[config.mk]
export PLATFORM = sky130hd
export DESIGN_NAME = alu
export DESIGN_NICKNAME = d
export VERILOG_FILES = /design/src/rtl/alu.sv
export SDC_FILE = /design/constraint.sdc
export NUM_CORES = 1
export LEC_CHECK = 0
export ABC_AREA = 1
export CORE_MARGIN = 1
export CORE_UTILIZATION = 55
export DETAILED_ROUTE_END_ITERATION = 6
export GPL_TIMING_DRIVEN = 0
export PLACE_DENSITY = 0.79
export SLEW_MARGIN = 20
export SYNTH_ARGS = -nofsm -noshare
export SYNTH_HDL_FRONTEND = slang
export SYNTH_SLANG_ARGS = --single-unit
[constraint.sdc]
create_clock -name clk -period 3.18 [get_ports clk]
set_input_delay 0.318 -clock clk [delete_from_list [all_inputs] [get_ports clk]]
set_output_delay 0.318 -clock clk [all_outputs]
set_load 0.02 [all_outputs]
[src/rtl/alu.sv]
// rtl/alu.sv - 16-bit registered ALU with logic, add/sub, compare and shift ops.
// Define ALU_IMM_EN to enable the immediate classes (imm8 = {Opcode[3:0], B[3:0]}).
module alu (
  input  logic        clk,
  input  logic        reset_n,
  input  logic [15:0] A,
  input  logic [15:0] B,
  input  logic [7:0]  Opcode,
  output logic [15:0] C,
  output logic [4:0]  Flags
);

  logic [3:0]  eop;
  logic        arith;
  logic [15:0] bx;
  logic [16:0] sum;
  logic [16:0] sumc;
  logic [15:0] diff;
  logic [15:0] res;
  logic        zf, cf, of, nf, lf;

`ifdef ALU_IMM_EN
  logic [7:0] imm8;
  assign imm8 = {Opcode[3:0], B[3:0]};
`endif

  // Immediate classes are folded onto the equivalent class-0 sub-op with a substituted operand
  always_comb begin
    eop   = 4'h0;
    arith = 1'b0;
    bx    = B;
    case (Opcode[7:4])
      4'h0: begin
        eop   = Opcode[3:0];
        arith = 1'b1;
      end
`ifdef ALU_IMM_EN
      4'h5, 4'h7, 4'h9, 4'hB: begin
        eop   = Opcode[7:4];
        arith = 1'b1;
        bx    = {{8{imm8[7]}}, imm8};
      end
      4'h6: begin
        eop   = 4'h6;
        arith = 1'b1;
        bx    = {8'h00, imm8};
      end
`endif
      default: ;
    endcase
  end

  assign sum  = {1'b0, A} + {1'b0, bx};
  assign sumc = sum + 17'd1;
  assign diff = A - bx;

  always_comb begin
    res = 16'h0000;
    zf  = 1'b0;
    cf  = 1'b0;
    of  = 1'b0;
    nf  = 1'b0;
    lf  = 1'b0;
    if (arith) begin
      case (eop)
        4'h1: begin res = A & bx; zf = (res == 16'h0000); end
        4'h2: begin res = A | bx; zf = (res == 16'h0000); end
        4'h3: begin res = A ^ bx; zf = (res == 16'h0000); end
        4'h4: begin res = ~A;     zf = (res == 16'h0000); end
        4'h5: begin
          res = sum[15:0];
          zf  = (res == 16'h0000);
          of  = (A[15] == bx[15]) && (res[15] != A[15]);
        end
        4'h6: begin
          res = sum[15:0];
          zf  = (res == 16'h0000);
          cf  = sum[16];
        end
        4'h7: begin
          res = sumc[15:0];
          zf  = (res == 16'h0000);
          cf  = sumc[16];
          of  = (A[15] == bx[15]) && (res[15] != A[15]);
        end
        4'h8: begin
          res = sumc[15:0];
          zf  = (res == 16'h0000);
          cf  = sumc[16];
        end
        4'h9: begin
          res = diff;
          zf  = (res == 16'h0000);
          of  = (A[15] != bx[15]) && (res[15] != A[15]);
        end
        4'hB: begin
          zf = (A == bx);
          nf = ($signed(A) < $signed(bx));
        end
        4'hF: begin
          zf = (A == bx);
          lf = (A < bx);
        end
        default: ;
      endcase
    end else if (Opcode[7:4] == 4'h8) begin
      case (Opcode[3:0])
        4'h0, 4'h1: begin
          res = (B >= 16'd16) ? 16'h0000 : (A << B[3:0]);
          zf  = (res == 16'h0000);
        end
        4'h4: begin
          res = {A[14:0], 1'b0};
          zf  = (res == 16'h0000);
        end
        default: ;
      endcase
    end
  end

  always_ff @(posedge clk) begin
    if (!reset_n) begin
      C     <= 16'h0000;
      Flags <= 5'b00000;
    end else begin
      C     <= res;
      Flags <= {zf, cf, of, nf, lf};
    end
  end

endmodule

* After elaboration in Yosys (flattened, before gate mapping)
Cells that the tools add are included.
Word-level totals: input port bits 42, flip-flop bits (word level) 21, output and inout port bits 21, word-level logic and storage cells 70
Cells by class: eq/ne operators 20, shift operators 1, reductions and logical operators 21, muxes and demuxes 13, add/subtract/negate cells 3, bitwise logic cells 4, magnitude comparators 3
Operators with widths (number):
- $logic_not 16->1 | 8
- $pmux 16 s7 | 1
- $mux 16 | 3
- $lt 16x16->1 | 2
- $pmux 16 s2 | 1
- $eq 4x3->1 const B | 5
- $eq 4x4->1 const B | 5
- $add 16x16->17 | 1
- $add 17x1->17 const B | 1
- $and 16x16->16 | 1
- $eq 16x16->1 | 1
- $ge 16x5->1 const B | 1
- $not 16->16 | 1
- $or 16x16->16 | 1
- $shl 16x4->16 | 1
- $sub 16x16->16 | 1
- $xor 16x16->16 | 1
- $logic_not 15->1 | 1
- $eq 4x1->1 const B | 2
- $eq 4x2->1 const B | 2
- $logic_not 4->1 | 2
- $pmux 1 s8 | 1
- $reduce_or 2->1 | 4
- $reduce_and 3->1 | 2
- other kinds (8) | 16

* Logic depth before layout (Yosys ltp)
Gate-level depths: netlist of the first run.
depth in word-level cells 6, gate-level depth with buffers 22, mapped depth without buffers 21

* Worst setup path before layout of the first run
Ideal clock, no wire load.
path type input to register, start input B[1], end register Flags[4], arrival 2.577 ns, path buffers 1, path slack 0.485 ns, data required time 3.063 ns, setup time 0.117 ns, stages on the path 20, cells stage by stage clkinv_1 buf_2 fa_1 inv_1 ha_1 inv_1 nor2_1 nand2_1 nor2_1 nand2_1 nor2_4 nand3_1 nor2_1 nor2_1 nor2_2 nor2_1 nand3_1 nand3_1 nor2_1 nor2_1
On the way: cells in the longest elaborated chain, start to end 6, elaborated cells on any way between the ends 21, classes of those cells add/sub: 3; order compare: 1; eq/ne: 1; shift: 1; mux: 5; bitwise: 3; reduce/logical: 7
Ends and longest elaborated chain:
- from (decl) | line 7 | input logic [15:0] B,
- branches (longest 5 deep; another with $add 16x16->17)
- $mux 1 (*) | line 64 | if (arith) begin
- to (signal assigned) | line 127 | Flags <= {zf, cf, of, nf, lf};
- to (decl) | line 10 | output logic [4:0] Flags
Mark *: on every way between the ends. A chain may end at the register's enable or synchronous reset.

* Worst setup path after layout of the first run
start input B[7], end register C[12]
On the way: cells in the longest elaborated chain, start to end 5, elaborated cells on any way between the ends 9, classes of those cells add/sub: 3; order compare: 1; mux: 5
Ends and longest elaborated chain:
- branches (longest 4 deep; another with $add 16x16->17)
- $mux 16 (*) | line 64
- to (signal assigned) | line 126 | C <= res;
- to (decl) | line 9 | output logic [15:0] C,
Marks and branches as above.

==> results of run 1 <==
through the flow:
step	setup TNS, ns	instance area [um2]
CTS	0	6300
floorplan	0	5450
detailed placement	-7.41	6230
global placement	-6.92	6230
finish	0	6350
global route	0	6350
area by class of cell:
type | count | area share
multi-input cells | 763 | 0.688
clock buffers | 3 | 0.00651
repair buffers | 62 | 0.0997
flip-flops and latches | 21 | 0.0662
clock inverters | 1 | 0.000788
inverters | 143 | 0.0857
plain buffers | 26 | 0.0274
well taps | 129 | 0.0254
power groups by stage:
| stage | clock, uW | combinational, uW | sequential, uW |
|---|---|---|---|
| 6_report | 188 | 952 | 268 |
| 5_1_grt | 197 | 1030 | 269 |
| 4_1_cts | 186 | 911 | 268 |
| 3_5_place_dp | 0 | 904 | 274 |
| 3_3_place_gp | 0 | 901 | 274 |
| 2_1_floorplan | 0 | 618 | 280 |
worst paths after layout:
path                  startpoint  endpoint  slack [ns]  cells after the start
worst min-delay path        A[0]      C[1]        0.45                      3
worst max-delay path        B[7]     C[12]        0.18                     18
metal layers:
layer	up-vias	share of wire
met2	553	0.43
li1	3303	-
met1	3157	0.40
met3	105	0.11
met5	-	0
met4	0	0.058
kinds of logic (layout without fill, tap and decap cells):
kind of cell | Yosys count | after routing | synth area share
AOI/OAI and AO/OA | 155 | 155 | 0.172
xor gates and xnor gates | 11 | 11 | 0.0177
adders and majority gates | 54 | 54 | 0.127
buffers and inverters | 170 | 235 | 0.131
DFF | 21 | 21 | 0.0772
muxes | 6 | 6 | 0.0110
and+or+nand+nor | 537 | 537 | 0.465
flip-flops by register name, indices dropped and copies added (netlist names):
name,count
C,16
Flags,5
critical path: stages:
cell and delay [ns]:
clkdlybuf4s50_1 0.57, inv_1 0.09, ha_1 0.28, buf_4 0.18, nor2_1 0.16, inv_1 0.11
nor2_2 0.21, nand2_1 0.10, nand2_1 0.14, nand2_1 0.09, nand2_1 0.08, nand2_1 0.05
nand2_1 0.11, nor2_1 0.07, a2111oi_2 0.34, nand3_1 0.15, nand2_1 0.09, inv_1 0.04
placed cells by master (no fill, tap or decap), types with 7 or more instances in the layout:
cell type and n:
a21oi_1 32, xor2_1 9, dfxtp_1 21, nor2_1 72, buf_2 7, nor3_1 11, inv_2 10, nand3_1 85
nor2_2 7, nand2_2 32, buf_4 8, o21ai_0 52, dlymetal6s2s_1 13, clkdlybuf4s50_1 45, nand3_2 7, nand2_1 258
inv_1 127, nand4_1 26, nor2_4 11, ha_1 50, o22ai_1 30, nor4_1 15
repair_timing:
action | CTS | global route
pin swaps | 0 | 0
endpoints found under the setup margin | 15 | 11
resized for setup | 15 | 31
==> impl_metrics.toml, run 1 <==
[final_layout]
antenna_cells = 0
final_util = 0.674
multi_input_comb_area_um2 = 4370
instances_no_fill = 1148
final-seq-area_um2 = 420
drive_gt1_frac = 0.112
nFillCells = 884
area_growth_pct = 16.6
num-nets-final = 1116

[place]
dp_slack_ns = -0.761
gp_congestion = 1.07
dp_hpwl_mm = 18.1
post-place-cells = 1145
io_buffers = 62

[power]
power.density_nw_per_um2 = 222
total_power_uw = 1410
power.switching_uw = 754
swShare = 0.535
combPwrFrac = 0.676
pwr-share-clk = 0.133
seqPwrFrac = 0.190
p_int_uw = 654
ir_worst_vdd_mv = 0.134
leakage_uw = 0.00322

[grt]
grt_pass1_wl_mm = 34.0
gr-usage-met2 = 0.675
grt_usage = 0.435
gr-usage-met3 = 0.0635
grt_max_degree = 14
grt_pass1_vias = 6507
globalRouteOverflowTotal = 0
globalRouteMet1Util = 0.580
antenna_found_initial = 0
top_usage_layer = "met2"

[die]
die_h_um = 102
die_width_um = 102
coreArea_um2 = 9420
start_util = 0.578
die-area_um2 = 10300
io_pins = 63
rows = 35

[synth]
synth-edff-count = 0
synthTopCellsByCount = "nand2_1, inv_1, nand3_1"
yosys.cell_count.top_type = "nand2_1"
synth_area_um2 = 5450
synth_cell_types = 51
async_reset_ff_frac = 0
synth_area_leader_cell = "nand2_1"
ys_seq_area_frac = 0.0772
ys_ff_latch = 21
avgSynthCellArea_um2 = 5.71
synth_ff_type = "dfxtp_1"
syn_nets = 1050
synth_top_cell_area_share = 0.179
ys_warn_count = 0
syn_inst = 954
synth.area.top_cells = "nand2_1, ha_1, inv_1"

[sta]
worst_slack_ns = 0.181
setup_viol_count_final = 0
rsz0062_at_grt = "false"
max_freq_ghz = 0.333
max-slew-margin-rel = 0.445
fin_crit_sh = 0.943
final_hold_viol_count = 0
slew_viol_final = 0
worst_pin_slew_ns = 0.812
hold_ws_ns = 0.453
fin_crit_ns = 3.00

[flow_run]
drv_cap = 0

[clocking]
cts_root_buf = "clkbuf_8"
htreeDepth = 1
numCtsBuffers = 3
holdBufCountCts = 0
cts_tree = "built"
clk_pin_slew_worst_paths_ns = 0.09
cts_setup_buffers = 0
clock-sinks = 21
clk_path_buf_depth = 2

[worst_setup_path]
crit_fanout = 9
crit_path_end_kind = "register"
startpoint_type = "primary input"
criticalPathCategory = "primary input to register"
cp_data_required_time_ns = 3.36
worstPathArrival_ns = 3.18

[routing]
drc = 0
vias = 7118
drtIter0Drc = 795
first_pass_iters = 6
post_drt_wl_per_cell_um = 19.3
wl_mm = 22.1
drtAntennaViolNets = 0
drt-vias-per-instance = 6.20

[outcome]
status = "finished, final reports clean"

[min_path]
hp-class = "primary input to register"
Power figures use the tool's default switching activity.
==> run 2: changes to the inputs <==
Settings changed: CELL_PAD_IN_SITES_DETAIL_PLACEMENT set to 2, CELL_PAD_IN_SITES_GLOBAL_PLACEMENT set to 2, CORE_ASPECT_RATIO set to 2, CORE_UTILIZATION 55 to 30, CTS_CLUSTER_SIZE set to 30, PLACE_DENSITY 0.79 to unset, PLACE_DENSITY_LB_ADDON set to 0.1.
==> impl_metrics.toml, run 2 (synthesis gave the netlist of run 1 again) <==
[outcome]
status = "finished, final reports clean"

[place]
dp_hpwl_mm = 26.0
io_buffers = 62
dp_slack_ns = -1.16
gp_congestion = 1.03

[min_path]
hp-class = "primary input to register"
min_path_cells = 3

[final_layout]
largest_register_ffs = 16
final_util = 0.374
most-common-layout-cells = "nand2_1, inv_1, nand3_1"
num-nets-final = 1123
antenna_cells = 0
reg.largest.list = "C: 16 flops, Flags: 5 flops"
final_common_cell = "nand2_1"
area_growth_pct = 22.3
regMostFlops = "C"
drive_gt1_frac = 0.154
nFillCells = 2294

[grt]
globalRouteOverflowTotal = 0
grt_max_degree = 20
antenna_found_initial = 0
grt_usage = 0.317
grt_pass1_vias = 7596
grt_pass1_wl_mm = 44.3

[worst_setup_path]
cp_cell_sequence = "clkdlybuf4s50_1, inv_1, ha_1, buf_4, nand2_2, nor2_4, nand3_1, nand3_1, nand2_1, nand2_2, nand2_1, nor2_2, nand2_1, nand2_1, nand2_1, nand2_1, o2111ai_2, o21ai_2, inv_1"
crit_path_max_incr_delay_ns = 0.54
crit_start = "B[10]"
endpoint = "C[14]"
slowest_stage = "clkdlybuf4s50_1"
startpoint_type = "primary input"
cpMostUsedCell = "nand2_1"
cp_data_required_time_ns = 3.35
criticalPathCategory = "primary input to register"
worstPathArrival_ns = 3.16
crit_fanout = 10
crit_path_end_kind = "register"

[sta]
max_freq_ghz = 0.334
hold_ws_ns = 0.400
slew_viol_final = 0
final_hold_viol_count = 0
worst_pin_slew_ns = 0.921
setup_viol_count_final = 0
max-slew-margin-rel = 0.382
fin_crit_sh = 0.942
fin_crit_ns = 2.99
worst_slack_ns = 0.186

[clocking]
clock-sinks = 21
numCtsBuffers = 3
clk_pin_slew_worst_paths_ns = 0.07
htreeDepth = 1
cts_root_buf = "clkbuf_16"
clk_path_buf_depth = 2
holdBufCountCts = 0
cts_tree = "built"

[routing]
wl_mm = 30.1
drtAntennaViolNets = 0
post_drt_wl_per_cell_um = 24.3
drtIter0Drc = 231
vias = 6942
drt-vias-per-instance = 5.60
first_pass_iters = 5
drc = 0

[die]
rows = 69
start_util = 0.306
io_pins = 63
coreArea_um2 = 17800
die_h_um = 193
die-area_um2 = 18700
die_width_um = 97.3

[flow_run]
drv_cap = 0

[power]
ir_worst_vdd_mv = 0.305
power.density_nw_per_um2 = 242
leakage_uw = 0.00319
-- run 2: changes by cell type in the layout (fill, tap and decap cells not counted), sizes merged, moves of 4 or more --
cell and change:
inv -4, dlygate4sd2 +7, buf +8, dlymetal6s2s -9
-- run 2: timing repair --
action | in CTS | in global routing
resized for setup | 53 | 63
cloned | 0 | 2
setup endpoints to repair | 16 | 10
pin swaps | 3 | 12
hold endpoints to repair | 0 | 0
setup buffers | 1 | 6
-- run 2: how the worst min path moves through the flow --
| stage | start | endpoint | slack (ns) |
|---|---|---|---|
| floorplan | reset_n | C[6] | 0.44 |
| global placement | Opcode[3] | Flags[0] | 1.00 |
| detailed placement | Opcode[2] | Flags[0] | 1.02 |
| CTS | A[0] | C[1] | 0.52 |
| global route | A[0] | C[1] | 0.42 |
| finish | A[0] | C[1] | 0.40 |
-- run 2: report_power, final --
group          internal [uW]  switching (uW)
combinational            325             724
sequential               267            1.24
clock                    170             125
total                    762             850
-- run 2: layer usage --
layer / global-route usage / wire, um / up-vias
met5: 0 / 0 / -
met4: 0.227 / 2420 / 0
met3: 0.0105 / 516 / 95
met2: 0.637 / 16300 / 171
met1: 0.305 / 10800 / 3369
li1: - / - / 3307
-- run 2: final cells by class --
cell class | count | area, um2 | share of cell area
inverter | 143 | 569 | 0.0855
multi-input combinational | 763 | 4500 | 0.675
tap | 213 | 267 | 0.0400
clock buffer | 3 | 75.1 | 0.0113
clock inverter | 1 | 5.00 | 0.000752
timing repair inverter | 1 | 8.76 | 0.00132
timing repair buffer | 70 | 634 | 0.0953
sequential | 21 | 420 | 0.0631
buffer | 24 | 183 | 0.0274
-- run 2: critical path: cells and delay by family --
kind,cells,cell delay (ns)
buffers and inverters,4,0.87
adder cells (fa/ha/maj),1,0.28
AO/OA/AOI/OAI,2,0.37
AND/OR/NAND/NOR,12,1.32
-- run 2: through the flow --
| stage | power, uW | area, um2 | std cells | TNS [ns] |
|---|---|---|---|---|
| 2_1_floorplan | 898 | 5450 | 954 | 0 |
| 3_3_place_gp | 1230 | 6330 | 1229 | -13.30 |
| 3_5_place_dp | 1250 | 6330 | 1229 | -14.21 |
| 4_1_cts | 1570 | 6500 | 1233 | -0.0161 |
| 5_1_grt | 1720 | 6660 | 1239 | -0.00904 |
| 6_report | 1610 | 6660 | 1239 | 0 |
